**src/rtl/instruction_fetch_if.sv**
```systemverilog
// Fetch-stage bus bundle: instruction-memory read port plus the decode-side valid/ready handoff.
// master = fetch unit, slave = memory/decode environment.
interface instruction_fetch_if #(
  parameter int WORD_SIZE     = 16,
  parameter int MEM_ADDR_SIZE = 8
);
  logic                     mem_req;
  logic [MEM_ADDR_SIZE-1:0] mem_addr;
  logic                     mem_ack;
  logic [WORD_SIZE-1:0]     mem_rdata;
  logic [WORD_SIZE-1:0]     instr;
  logic [MEM_ADDR_SIZE-1:0] instr_addr;
  logic                     instr_valid;
  logic                     instr_ready;

  modport master (
    output mem_req, mem_addr, instr, instr_addr, instr_valid,
    input  mem_ack, mem_rdata, instr_ready
  );

  modport slave (
    input  mem_req, mem_addr, instr, instr_addr, instr_valid,
    output mem_ack, mem_rdata, instr_ready
  );
endinterface

```
**src/rtl/instruction_fetch.sv**
```systemverilog
// Instruction fetch: PC latch, req/ack memory read, held instruction to decode; 2-edge min latency, holds until instr_ready.
// Optional FETCH_TIMEOUT_EN macro adds a REQ/DROP timeout that parks the unit in a sticky ERROR state.
module instruction_fetch #(
  parameter int WORD_SIZE      = 16,
  parameter int MEM_ADDR_SIZE  = 8,
  parameter int TIMEOUT_CYCLES = 15
) (
  input  logic                     clock,
  input  logic                     reset_n,
  input  logic [MEM_ADDR_SIZE-1:0] pc,
  input  logic                     fetch_enable,
  input  logic                     flush,
  instruction_fetch_if.master      bus,
  output logic                     busy,
  output logic                     fetch_error
);

`ifdef FETCH_TIMEOUT_EN
  typedef enum logic [2:0] {S_IDLE, S_REQ, S_DROP, S_HOLD, S_ERROR} state_t;
`else
  typedef enum logic [1:0] {S_IDLE, S_REQ, S_DROP, S_HOLD} state_t;
`endif

  state_t                   r_state;
  state_t                   w_next;
  logic                     w_load_addr;
  logic                     w_capture;

  logic                     r_mem_req;
  logic [MEM_ADDR_SIZE-1:0] r_mem_addr;
  logic [WORD_SIZE-1:0]     r_instr;
  logic [MEM_ADDR_SIZE-1:0] r_instr_addr;
  logic                     r_instr_valid;

`ifdef FETCH_TIMEOUT_EN
  localparam int CW = $clog2(TIMEOUT_CYCLES + 1);
  logic [CW-1:0] r_cnt;
  logic          w_timeout;
  logic          r_fetch_error;

  // Counter restarts whenever the FSM changes state, so REQ->DROP starts a fresh window.
  always_ff @(posedge clock or negedge reset_n) begin
    if (!reset_n) begin
      r_cnt <= '0;
    end else if (w_next != r_state) begin
      r_cnt <= '0;
    end else if (r_state == S_REQ || r_state == S_DROP) begin
      r_cnt <= r_cnt + CW'(1);
    end
  end

  assign w_timeout = (r_cnt == CW'(TIMEOUT_CYCLES - 1));

  always_ff @(posedge clock or negedge reset_n) begin
    if (!reset_n) r_fetch_error <= 1'b0;
    else          r_fetch_error <= (w_next == S_ERROR);
  end

  assign fetch_error = r_fetch_error;
`else
  logic w_unused_timeout;
  assign w_unused_timeout = (TIMEOUT_CYCLES == 0);
  assign fetch_error      = 1'b0;
`endif

  always_ff @(posedge clock or negedge reset_n) begin
    if (!reset_n) r_state <= S_IDLE;
    else          r_state <= w_next;
  end

  always_comb begin
    w_next      = r_state;
    w_load_addr = 1'b0;
    w_capture   = 1'b0;
    case (r_state)
      S_IDLE: begin
        if (fetch_enable && !flush) begin
          w_load_addr = 1'b1;
          w_next      = S_REQ;
        end
      end
      S_REQ: begin
        if (bus.mem_ack) begin
          if (flush) begin
            w_next = S_IDLE;
          end else begin
            w_capture = 1'b1;
            w_next    = S_HOLD;
          end
        end else if (flush) begin
          w_next = S_DROP;
        end
`ifdef FETCH_TIMEOUT_EN
        else if (w_timeout) begin
          w_next = S_ERROR;
        end
`endif
      end
      S_DROP: begin
        if (bus.mem_ack) begin
          w_next = S_IDLE;
        end
`ifdef FETCH_TIMEOUT_EN
        else if (w_timeout) begin
          w_next = S_ERROR;
        end
`endif
      end
      S_HOLD: begin
        if (flush) begin
          w_next = S_IDLE;
        end else if (bus.instr_ready) begin
          if (fetch_enable) begin
            w_load_addr = 1'b1;
            w_next      = S_REQ;
          end else begin
            w_next = S_IDLE;
          end
        end
      end
      default: w_next = r_state;
    endcase
  end

  // Outputs are registered from the next state so they line up with the state they describe.
  always_ff @(posedge clock or negedge reset_n) begin
    if (!reset_n) begin
      r_mem_req     <= 1'b0;
      r_mem_addr    <= '0;
      r_instr       <= '0;
      r_instr_addr  <= '0;
      r_instr_valid <= 1'b0;
    end else begin
      r_mem_req     <= (w_next == S_REQ);
      r_instr_valid <= (w_next == S_HOLD);
      if (w_load_addr) r_mem_addr <= pc;
      if (w_capture) begin
        r_instr      <= bus.mem_rdata;
        r_instr_addr <= r_mem_addr;
      end
    end
  end

  assign bus.mem_req     = r_mem_req;
  assign bus.mem_addr    = r_mem_addr;
  assign bus.instr       = r_instr;
  assign bus.instr_addr  = r_instr_addr;
  assign bus.instr_valid = r_instr_valid;
  assign busy            = (r_state != S_IDLE);

endmodule

```
**src/flat_wrapper.sv**
```systemverilog
// flat-port wrapper written by rule: the top's interface ports become plain ports
module instruction_fetch_flat 
#(
  parameter int WORD_SIZE      = 16,
  parameter int MEM_ADDR_SIZE  = 8,
  parameter int TIMEOUT_CYCLES = 15
)
  (clock, reset_n, pc, fetch_enable, flush, busy, fetch_error, bus_mem_req, bus_mem_addr, bus_instr, bus_instr_addr, bus_instr_valid, bus_mem_ack, bus_mem_rdata, bus_instr_ready);
  instruction_fetch_if #(.WORD_SIZE(WORD_SIZE), .MEM_ADDR_SIZE(MEM_ADDR_SIZE)) bus_i ();
  input  logic clock;
  input  logic reset_n;
  input  logic [MEM_ADDR_SIZE-1:0] pc;
  input  logic fetch_enable;
  input  logic flush;
  output logic busy;
  output logic fetch_error;
  output wire logic [$bits(bus_i.mem_req)-1:0] bus_mem_req;
  output wire logic [$bits(bus_i.mem_addr)-1:0] bus_mem_addr;
  output wire logic [$bits(bus_i.instr)-1:0] bus_instr;
  output wire logic [$bits(bus_i.instr_addr)-1:0] bus_instr_addr;
  output wire logic [$bits(bus_i.instr_valid)-1:0] bus_instr_valid;
  input wire logic [$bits(bus_i.mem_ack)-1:0] bus_mem_ack;
  input wire logic [$bits(bus_i.mem_rdata)-1:0] bus_mem_rdata;
  input wire logic [$bits(bus_i.instr_ready)-1:0] bus_instr_ready;
  assign bus_mem_req = bus_i.mem_req;
  assign bus_mem_addr = bus_i.mem_addr;
  assign bus_instr = bus_i.instr;
  assign bus_instr_addr = bus_i.instr_addr;
  assign bus_instr_valid = bus_i.instr_valid;
  assign bus_i.mem_ack = bus_mem_ack;
  assign bus_i.mem_rdata = bus_mem_rdata;
  assign bus_i.instr_ready = bus_instr_ready;
  instruction_fetch #(.WORD_SIZE(WORD_SIZE), .MEM_ADDR_SIZE(MEM_ADDR_SIZE), .TIMEOUT_CYCLES(TIMEOUT_CYCLES)) u_core (.clock(clock), .reset_n(reset_n), .pc(pc), .fetch_enable(fetch_enable), .flush(flush), .bus(bus_i), .busy(busy), .fetch_error(fetch_error));
endmodule
```
**config.mk**
```make
export PLATFORM = sky130hd
export DESIGN_NAME = instruction_fetch_flat
export DESIGN_NICKNAME = d
export VERILOG_FILES = /design/src/rtl/instruction_fetch_if.sv /design/src/rtl/instruction_fetch.sv /design/src/flat_wrapper.sv
export SDC_FILE = /design/constraint.sdc
export NUM_CORES = 1
export LEC_CHECK = 0
export CORE_MARGIN = 2
export CORE_UTILIZATION = 35
export CTS_BUF_LIST = sky130_fd_sc_hd__clkbuf_2 sky130_fd_sc_hd__clkbuf_4 sky130_fd_sc_hd__clkbuf_8
export CTS_CLUSTER_SIZE = 12
export DETAILED_ROUTE_END_ITERATION = 6
export PLACE_DENSITY = 0.73
export RECOVER_POWER = 50
export REMOVE_ABC_BUFFERS = 1
export SLEW_MARGIN = 40
export SYNTH_ARGS = -nofsm -noshare
export SYNTH_HDL_FRONTEND = slang
export SYNTH_SLANG_ARGS = --single-unit
```
**constraint.sdc**
```tcl
create_clock -name clock -period 1.8 [get_ports clock]
set_input_delay 0.45 -clock clock [delete_from_list [all_inputs] [get_ports clock]]
set_output_delay 0.45 -clock clock [all_outputs]
set_load 0.1 [all_outputs]
```
== Yosys cells after proc, flatten, opt, wreduce, memory -nomap -nowiden ==
Index checks and enable logic that the tools add are counted.
Storage, ports and cells
  register bits after elaboration: 36
  input bits: 30
  logic and storage cells: 32
Operators by class
  equality and inequality tests: 5
  mux-type cells: 17
  reductions and logical operators: 4
Operators with widths (number)
  $mux W2: 7
  $mux W1: 8
  $pmux W2 S4: 1
  $eq A2 B2 Y1 const B: 3
  $eq A2 B1 Y1 const B: 2
  $logic_not A2 Y1: 1
  $pmux W1 S2: 1
  $reduce_bool A2 Y1: 1
  $logic_and A1 B1 Y1: 1
  $logic_not A1 Y1: 1

== Logic depth before layout (Yosys ltp) ==
Gate-level depths: netlist of the first run.
  depth in word-level cells: 5
  mapped depth: 6
  mapped depth without buffers: 6

== Least setup slack after synthesis of the first run ==
No wires, ideal clock.
  path type: register -> register
  start: register u_core.r_state[0]
  end: register u_core.r_instr_valid, in the netlist u_core.bus.instr_valid
  data arrival time: 1.729 ns
  path slack: 0.005 ns
  cell stages (with the launch flop): 6
  buffers on the path: 0
  period minus slack after synthesis: 1.795 ns
  cells stage by stage: dfrtp_1 -> inv_1 -> ha_1 -> inv_1 -> a32o_1 -> and2_1
RTL lines
  from (decl): line instruction_fetch.sv:24  | state_t r_state;
  from (signal assigned): line instruction_fetch.sv:68  | else r_state <= w_next;
  $eq A2 B2 Y1 (tied with other cells): line instruction_fetch.sv:75  | case (r_state)
  $pmux W2 S4 (*): line instruction_fetch.sv:75
  net u_core.w_next[1]: line instruction_fetch.sv:25  | state_t w_next;
  $eq A2 B2 Y1 (*): line instruction_fetch.sv:135  | r_instr_valid <= (w_next == S_HOLD);
  to (signal assigned): line instruction_fetch.sv:135
  to (decl): line instruction_fetch.sv:33  | logic r_instr_valid;
Mark *: on every way through the listed nets, which the timed path passes. The rest lies on a longest branch.
A chain may end at the register's enable or synchronous reset.

== Final worst setup path of the first run ==
  start: register u_core.r_state[1]
  end: register u_core.r_mem_addr[5], in the netlist u_core.bus.mem_addr[5]
Between the ends
  cells in the longest elaborated chain, start to end: 2
Ends and longest elaborated chain
  $eq A2 B2 Y1 or $logic_not A2 Y1 (tied branches): line instruction_fetch.sv:75
  $pmux W1 S2 (*): line instruction_fetch.sv:75
  to (signal assigned): line instruction_fetch.sv:136  | if (w_load_addr) r_mem_addr <= pc;
  to (decl): line instruction_fetch.sv:30  | logic [MEM_ADDR_SIZE-1:0] r_mem_addr;
Mark *: on every way between the ends. The rest lies on a longest branch, timed or not.

==> results.yml, run 1 <==
floorplanning:
  rows: 23
  core_sq_mm: 0.00406
  die_x_um: 69.2
  num_io_pins: 66
  start_util: 0.367
  die_h_um: 69.2
  die_area_sq_mm: 0.00479
clock_network:
  worstSkewPairLatency_ns: 0.28
  cts_hold_buf: 0
  clk_pin_slew_ns: 0.06
  cts_tree: "built"
  clockBufferDepth: 2
  htree_num_levels: 2
  cts_buffers: 5
  cts-root-buf: "clkbuf_8"
  cts_sinks: 36
worst_setup_path:
  cp_max_fo: 8
  start_kind: "flip-flop"
  endpoint_kind: "flip-flop"
  crit_type: "flip-flop to flip-flop"
  crit_slowest_cell: "or3b_4"
  path_buf_inv: 1
  crit_family: "simple AND/OR/NAND/NOR gates"
  slowest_delay_ns: 0.43
  worstPathArrival_ns: 1.97
  cp_cell_sequence: "buf_6 > ha_4 > a21oi_2 > or3b_4 > nor2_8 > mux2_4"
  worst_ep_required_time_ns: 1.96
worst_hold_path:
  hp-class: "primary input to asynchronous set/reset pin"
global_routing:
  antenna_found_initial: 0
  grt_pass1_wl_mm: 5.76
  grt_pass1_vias: 1203
  grt_max_degree: 37
  grt_usage: 0.156
  overflow: 0
timing:
  clock.fmax_mhz: 554
  rsz0062_at_grt: "true"
  worst_slew_pin_slew_ns: 0.846
  hold_violations: 0
  slew_headroom: 0.436
  setup_slack_ns: -0.00521
  finalCritPeriodShare: 1.00
  clock_skew_ns: 0.00134
  post-route-min-period_ns: 1.81
  final-setup-viol-count: 6
  slew_violations: 0
status:
  violations: "setup timing"
  status: "complete, but fails checks"
synthesis:
  syn_area_sq_mm: 0.00149
  syn_avg_cell_area_sq_um: 15.2
  yosysSeqAreaShare: 0.606
  synth.distinct_cells: 23
  ys_ff_latch: 36
  ys_warn_count: 0
  syn_inst: 98
layout:
  final_common_cell: "dfrtp_1"
  drive_gt1_frac: 0.526
  stdcell_count: 225
  fin_util: 0.632
  layout.nets: 208
  insertedDiodeCount: 0
  area_growth_syn_to_layout_pct: 72.2
  final_cell_mix: "36 x dfrtp_1, 27 x clkdlybuf4s50_1, 24 x mux2_2"
drt:
  drt_pass1_iterations: 2
  route.detailed.wl_per_inst_um: 15.9
  via_per_inst: 4.70
  drt_iter0_markers: 35
  routed_wl_mm: 3.59
  vias: 1058
  ant_nets: 0
  drc: 0
job:
  drv_cap: 0
place:
  placed_cells: 214
  gp_congestion: 0.827
  hpwl_mm: 2.73
  io_buffers: 64
area by class of cell:
type | count | area (sq um)
Fill cell | 303 | 1500
Tap cell | 50 | 62.6
Multi-Input combinational cell | 55 | 613
Inverter | 4 | 17.5
Clock buffer | 8 | 97.6
Timing Repair Buffer | 72 | 871
Sequential cell | 36 | 901
what timing repair did:
item                       in CTS  in global routing
pin swaps                       0                  4
resized for setup               1                 19
setup endpoints to repair       9                  9
setup buffers                   2                  1
cloned                          0                  0
synthesized netlist by cell type (all sizes together):
| cell | n | area share |
|---|---|---|
| ha | 4 | 0.034 |
| o2111ai | 1 | 0.0059 |
| or3b | 1 | 0.0076 |
| o21ai | 2 | 0.0067 |
| a211o | 1 | 0.0059 |
| nor2 | 2 | 0.016 |
| conb | 1 | 0.0025 |
| mux2 | 32 | 0.24 |
| nand2b | 1 | 0.0042 |
| a21boi | 1 | 0.0050 |
| nand3b | 2 | 0.010 |
| o21a | 1 | 0.0050 |
| o21bai | 1 | 0.0050 |
| inv | 4 | 0.010 |
| nor2b | 2 | 0.0084 |
| a32o | 1 | 0.0067 |
| a21oi | 1 | 0.0034 |
| buf | 3 | 0.012 |
| dfrtp | 36 | 0.61 |
| and2 | 1 | 0.0042 |
metrics by stage:
stage / hold WS [ns] / setup slack (ns) / instance area [sq um] / setup TNS, ns
floorplan: 0.154 / -0.122 / 1470 / -1.21
global placement: 0.506 / -0.225 / 2570 / -3.28
detailed placement: 0.510 / -0.306 / 2570 / -4.91
CTS: 0.204 / -0.00226 / 2680 / -0.00226
global route: 0.417 / -0.0553 / 2560 / -0.385
finish: 0.354 / -0.00521 / 2560 / -0.0109
final timing paths:
kind	from	to	slack, ns	cells past startpoint
worst max register to register	u_core.r_state[1]	u_core.bus.mem_addr[5]	-0.005	6
worst min register to register	u_core.bus.instr_addr[1]	u_core.bus.instr_addr[1]	0.51	1
max in group asynchronous	reset_n	u_core.bus.mem_addr[4]	0.92	2
worst max-delay path	u_core.r_state[1]	u_core.bus.mem_addr[5]	-0.005	6
min in group clock	u_core.bus.instr_addr[1]	u_core.bus.instr_addr[1]	0.51	1
worst min-delay path	reset_n	u_core.bus.instr[1]	0.35	2
cell families (layout without fill, tap and decap cells):
| logic type | after synthesis | after routing | synth area share |
|---|---|---|---|
| AO/OA/AOI/OAI | 9 | 9 | 0.0437 |
| adder cells (fa/ha/maj) | 4 | 4 | 0.0336 |
| buffers and inverters | 7 | 84 | 0.0219 |
| flip-flops | 36 | 36 | 0.606 |
| multiplexers | 32 | 32 | 0.242 |
| other | 1 | 1 | 0.00252 |
| AND/OR/NAND/NOR | 9 | 9 | 0.0505 |
routing by layer:
layer | wire, um | GRT usage | up-vias
li1 | - | - | 490
met4 | 42 | 0.0545 | 0
met1 | 1320 | 0.168 | 530
met3 | 247 | 0.0756 | 4
met2 | 1980 | 0.267 | 34
met5 | 0 | 0 | -
flip-flops by register name (all words and copies together) (netlist names):
name,count
u_core.bus.mem_req,1
u_core.bus.instr_addr,8
u_core.bus.mem_addr,8
u_core.bus.instr_valid,1
u_core.bus.instr,16
u_core.r_state,2
Power of run 1 is left out: the tool's default activity adds up to more than one toggle a clock period on the data nets, which glitch-free logic cannot reach.
==> run 2: changes to the inputs <==
- PLACE_DENSITY: 0.73 -> 0.7
- TNS_END_PERCENT: default -> 20
- clock period: 1.8 -> 1.7 ns (I/O delays scaled with it)
==> run 2 against run 1 <==
Effect of this change: clock skew increased by 0.00096 ns; cell area rose by 6.4%; via count rose by 2.4%; routed wire length up 0.11%; global-route usage grew 0.27 points; worst setup slack worse by 0.067 ns; die area unchanged; non-clock buffer count up 3; clock-buffer cell count fell by 2; utilization is 4.1 points higher; final cell count up 1.3%; critical endpoint is now busy; the run still ends with setup timing left.
==> results.yml, run 2 (synthesis results as in run 1) <==
timing:
  clock.fmax_mhz: 564
  worst_slew_pin_slew_ns: 0.898
  slew_headroom: 0.402
  rsz0062_at_grt: "true"
  post-route-min-period_ns: 1.77
  setup_slack_ns: -0.0719
  clock_skew_ns: 0.00230
  slew_violations: 0
  hold_violations: 0
  finalCritPeriodShare: 1.04
  final-setup-viol-count: 9
floorplanning:
  rows: 23
  num_io_pins: 66
  die_x_um: 69.2
  die_area_sq_mm: 0.00479
  die_h_um: 69.2
  start_util: 0.367
  core_sq_mm: 0.00406
layout:
  layout.nets: 211
  largest_register_ff_count: 16
  stdcell_count: 228
  fin_util: 0.672
  final_common_cell: "dfrtp_1"
  fillers: 285
  drive_gt1_frac: 0.511
  area_growth_syn_to_layout_pct: 83.3
  insertedDiodeCount: 0
  final_cell_mix: "36 x dfrtp_1, 34 x buf_12, 28 x clkdlybuf4s50_1"
clock_network:
  htree_num_levels: 2
  clk_pin_slew_ns: 0.07
  cts_sinks: 36
  clockBufferDepth: 2
  cts_buffers: 5
  worstSkewPairLatency_ns: 0.29
  cts_tree: "built"
  cts_hold_buf: 0
  cts-root-buf: "clkbuf_8"
drt:
  route.detailed.wl_per_inst_um: 15.7
  vias: 1083
  drt_iter0_markers: 51
  via_per_inst: 4.75
  drt_pass1_iterations: 4
  routed_wl_mm: 3.59
  drc: 0
  ant_nets: 0
place:
  gp_congestion: 0.900
  io_buffers: 64
  hpwl_mm: 2.82
  placed_cells: 218
worst_setup_path:
  r2r-start: "u_core.r_state[0]"
  ff2ff_path_depth: 6
  rr_endpoint: "u_core.bus.mem_addr[7]"
  cp_max_fo: 6
  crit_start: "u_core.r_state[1]"
  worstPathArrival_ns: 1.35
  start_kind: "flip-flop"
  worst_ep_required_time_ns: 1.27
  crit_type: "flip-flop to primary output"
  r2r_slack_ns: -0.06
  endpoint_kind: "primary output"
  endpoint: "busy"
global_routing:
  grt_pass1_vias: 1197
  overflow: 0
  grt_usage: 0.159
  grt_max_degree: 22
  antenna_found_initial: 0
  grt_pass1_wl_mm: 5.91
worst_hold_path:
  hp-class: "primary input to asynchronous set/reset pin"
job:
  drv_cap: 0
status:
  status: "complete, but fails checks"
  violations: "setup timing"
run 2: changes by cell type in the layout (fill, tap and decap cells not counted), moves of 2 or more:
| cell | change |
|---|---|
| buf_12 | +11 |
| mux2_1 | +3 |
| mux2_2 | +3 |
| clkbuf_1 | +3 |
| buf_4 | +2 |
| clkbuf_4 | -2 |
| clkbuf_2 | -12 |
| clkinv_2 | +2 |
| mux2_4 | -6 |
run 2: worst min path at each step:
stage / from / to / slack [ns] / cells after the start
3_5_place_dp: reset_n / u_core.bus.instr[3] / 0.36 / 1
3_3_place_gp: reset_n / u_core.bus.instr[3] / 0.36 / 1
6_report: reset_n / u_core.bus.instr[3] / 0.23 / 1
2_1_floorplan: reset_n / u_core.bus.instr[0] / 0.13 / 0
4_1_cts: reset_n / u_core.bus.instr[3] / 0.04 / 1
5_1_grt: reset_n / u_core.bus.instr[3] / 0.28 / 1
run 2: layer usage:
| metal | up-vias | GRT usage | part of all wire |
|---|---|---|---|
| met5 | - | 0 | 0 |
| met4 | 0 | 0.0850 | 0.033 |
| met3 | 12 | 0.0625 | 0.061 |
| met2 | 38 | 0.259 | 0.54 |
| met1 | 534 | 0.180 | 0.36 |
| li1 | 499 | - | - |
run 2: timing repair:
action,CTS,global route
gates cloned,0,0
setup endpoints to repair,9,33
setup buffers,1,1
resized for setup,6,10
run 2: cell type report:
class / count / area, sq um / share of cell area
well taps: 50 / 62.6 / 0.0229
clock inverters: 2 / 10.0 / 0.00367
multi-input cells: 55 / 604 / 0.222
clock buffers: 6 / 82.6 / 0.0303
inverters: 4 / 17.5 / 0.00642
flip-flops and latches: 36 / 901 / 0.330
repair buffers: 75 / 1050 / 0.385
run 2: critical path, stage by stage, from the launching register on:
cell and delay (ns):
dfrtp_1 0.42, inv_2 0.08, ha_4 0.17, buf_4 0.15, inv_4 0.07, buf_12 0.16
run 2: metrics by stage:
step | cell area (sq um) | hold slack [ns] | setup TNS [ns] | setup WS, ns
floorplan | 1470 | 0.129 | -4.51 | -0.222
global placement | 2600 | 0.358 | -5.54 | -0.300
detailed placement | 2600 | 0.363 | -6.74 | -0.334
CTS | 2710 | 0.0400 | -1.27 | -0.0903
global route | 2730 | 0.284 | -1.85 | -0.153
finish | 2730 | 0.227 | -0.474 | -0.0719
Power of run 2 is left out for the same reason.
==> run 3: changes to the inputs <==
- CORE_MARGIN: 2 -> default
- HOLD_SLACK_MARGIN: default -> 0.05
- clock period: 1.7 -> 2.2 ns (I/O delays scaled with it)
==> run 3 against run 2 <==
Effect of this change: the flow now finishes without violations; via count is 3.9% lower; utilization fell by 13 points; routed wire length down 15%; flip-flop and latch count is the same; first-iteration DRC count up 18%; register-to-register slack better by 0.32 ns; final cell count shrank 3.9%.
==> results.yml, run 3 (synthesis results as in run 1) <==
timing:
  post-route-min-period_ns: 1.95
  worst_slew_pin_slew_ns: 0.869
  setup_slack_ns: 0.250
  final-setup-viol-count: 0
  slew_headroom: 0.421
  slew_violations: 0
  clock.fmax_mhz: 513
  rsz0062_at_grt: "false"
  hold_violations: 0
  finalSetupTns_ns: 0
  clock_skew_ns: 0.00369
  finalCritPeriodShare: 0.886
clock_network:
  cts_tree: "built"
  htree_num_levels: 2
  worstSkewPairLatency_ns: 0.28
  cts_buffers: 5
  cts_hold_buf: 0
  post-cts-setup-buffers: 0
  cts_resized: 0
  cts_sinks: 36
  clk_pin_slew_ns: 0.07
  cts-root-buf: "clkbuf_8"
  clockBufferDepth: 2
drt:
  routed_wl_mm: 3.06
  drt_iter0_markers: 60
  drc: 0
  vias: 1041
  via_per_inst: 4.75
  ant_nets: 0
  drt_pass1_iterations: 4
  route.detailed.wl_per_inst_um: 14.0
floorplanning:
  core_sq_mm: 0.00403
  die_area_sq_mm: 0.00452
  num_io_pins: 66
  rows: 23
  die_x_um: 67.2
  die_h_um: 67.2
  start_util: 0.369
layout:
  regArea_sq_um: 901
  insertedDiodeCount: 0
  largest_register_ff_count: 16
  multi_input_area_sq_um: 554
  finalInstanceArea_sq_mm: 0.00218
  fillers: 382
  area_growth_syn_to_layout_pct: 46.4
  drive_gt1_frac: 0.450
  fin_util: 0.541
  final_cell_mix: "36 x dfrtp_1, 29 x mux2_2, 28 x clkdlybuf4s50_1"
  final_common_cell: "dfrtp_1"
  layout.nets: 202
place:
  hpwl_mm: 2.30
  io_buffers: 64
  gp_congestion: 0.709
  place_ws_ns: 0.0181
  placedInstanceArea_sq_mm: 0.00213
global_routing:
  grt_max_degree: 37
  antenna_found_initial: 0
  grt_usage: 0.146
  grtUsageMet1: 0.185
  top_usage_layer: "met2"
  overflow: 0
  use_met3: 0.0541
  met2_usage: 0.225
  grt_pass1_vias: 1012
  grt_pass1_wl_mm: 4.69
worst_hold_path:
  hp-class: "flip-flop to flip-flop"
worst_setup_path:
  cp_max_fo: 7
  worst_ep_required_time_ns: 1.65
  endpoint_kind: "primary output"
  start_kind: "flip-flop"
  crit_type: "flip-flop to primary output"
  worstPathArrival_ns: 1.40
status:
  status: "complete, no violations"
job:
  drv_cap: 0
run 3: worst paths after layout:
check                                      from                  endpoint  slack (ns)  depth (start not counted)
min reg2reg                u_core.bus.instr[14]      u_core.bus.instr[14]        0.51                          1
min                        u_core.bus.instr[14]      u_core.bus.instr[14]        0.51                          1
min in group asynchronous               reset_n       u_core.bus.instr[1]        0.91                          2
max in group asynchronous               reset_n  u_core.bus.instr_addr[6]        0.75                          2
max                           u_core.r_state[0]                      busy        0.25                          4
max reg2reg                   u_core.r_state[0]    u_core.bus.mem_addr[0]        0.26                          6
run 3: worst max-delay path: stages, from the launching register on:
cell	delay [ns]
dfrtp_1	0.41
inv_1	0.13
ha_1	0.28
inv_1	0.12
buf_12	0.18
run 3: area by class of cell:
cell class                      count  share of cell area
Sequential cell                    36               0.414
Multi-Input combinational cell     55               0.254
Timing Repair Buffer               66               0.252
Clock buffer                        7              0.0414
Tap cell                           50              0.0287
Inverter                            4             0.00689
Clock inverter                      1             0.00345
run 3: metal layers:
layer	routed length [um]	up-vias
li1	-	478
met1	1230	523
met2	1610	35
met3	187	5
met4	30	0
met5	0	-
run 3: per-stage QoR:
step                cells  hold slack, ns
global placement      211           0.489
finish                219           0.507
CTS                   219           0.512
global route          219           0.517
detailed placement    211           0.496
floorplan              95           0.254
Power of run 3 is left out for the same reason.
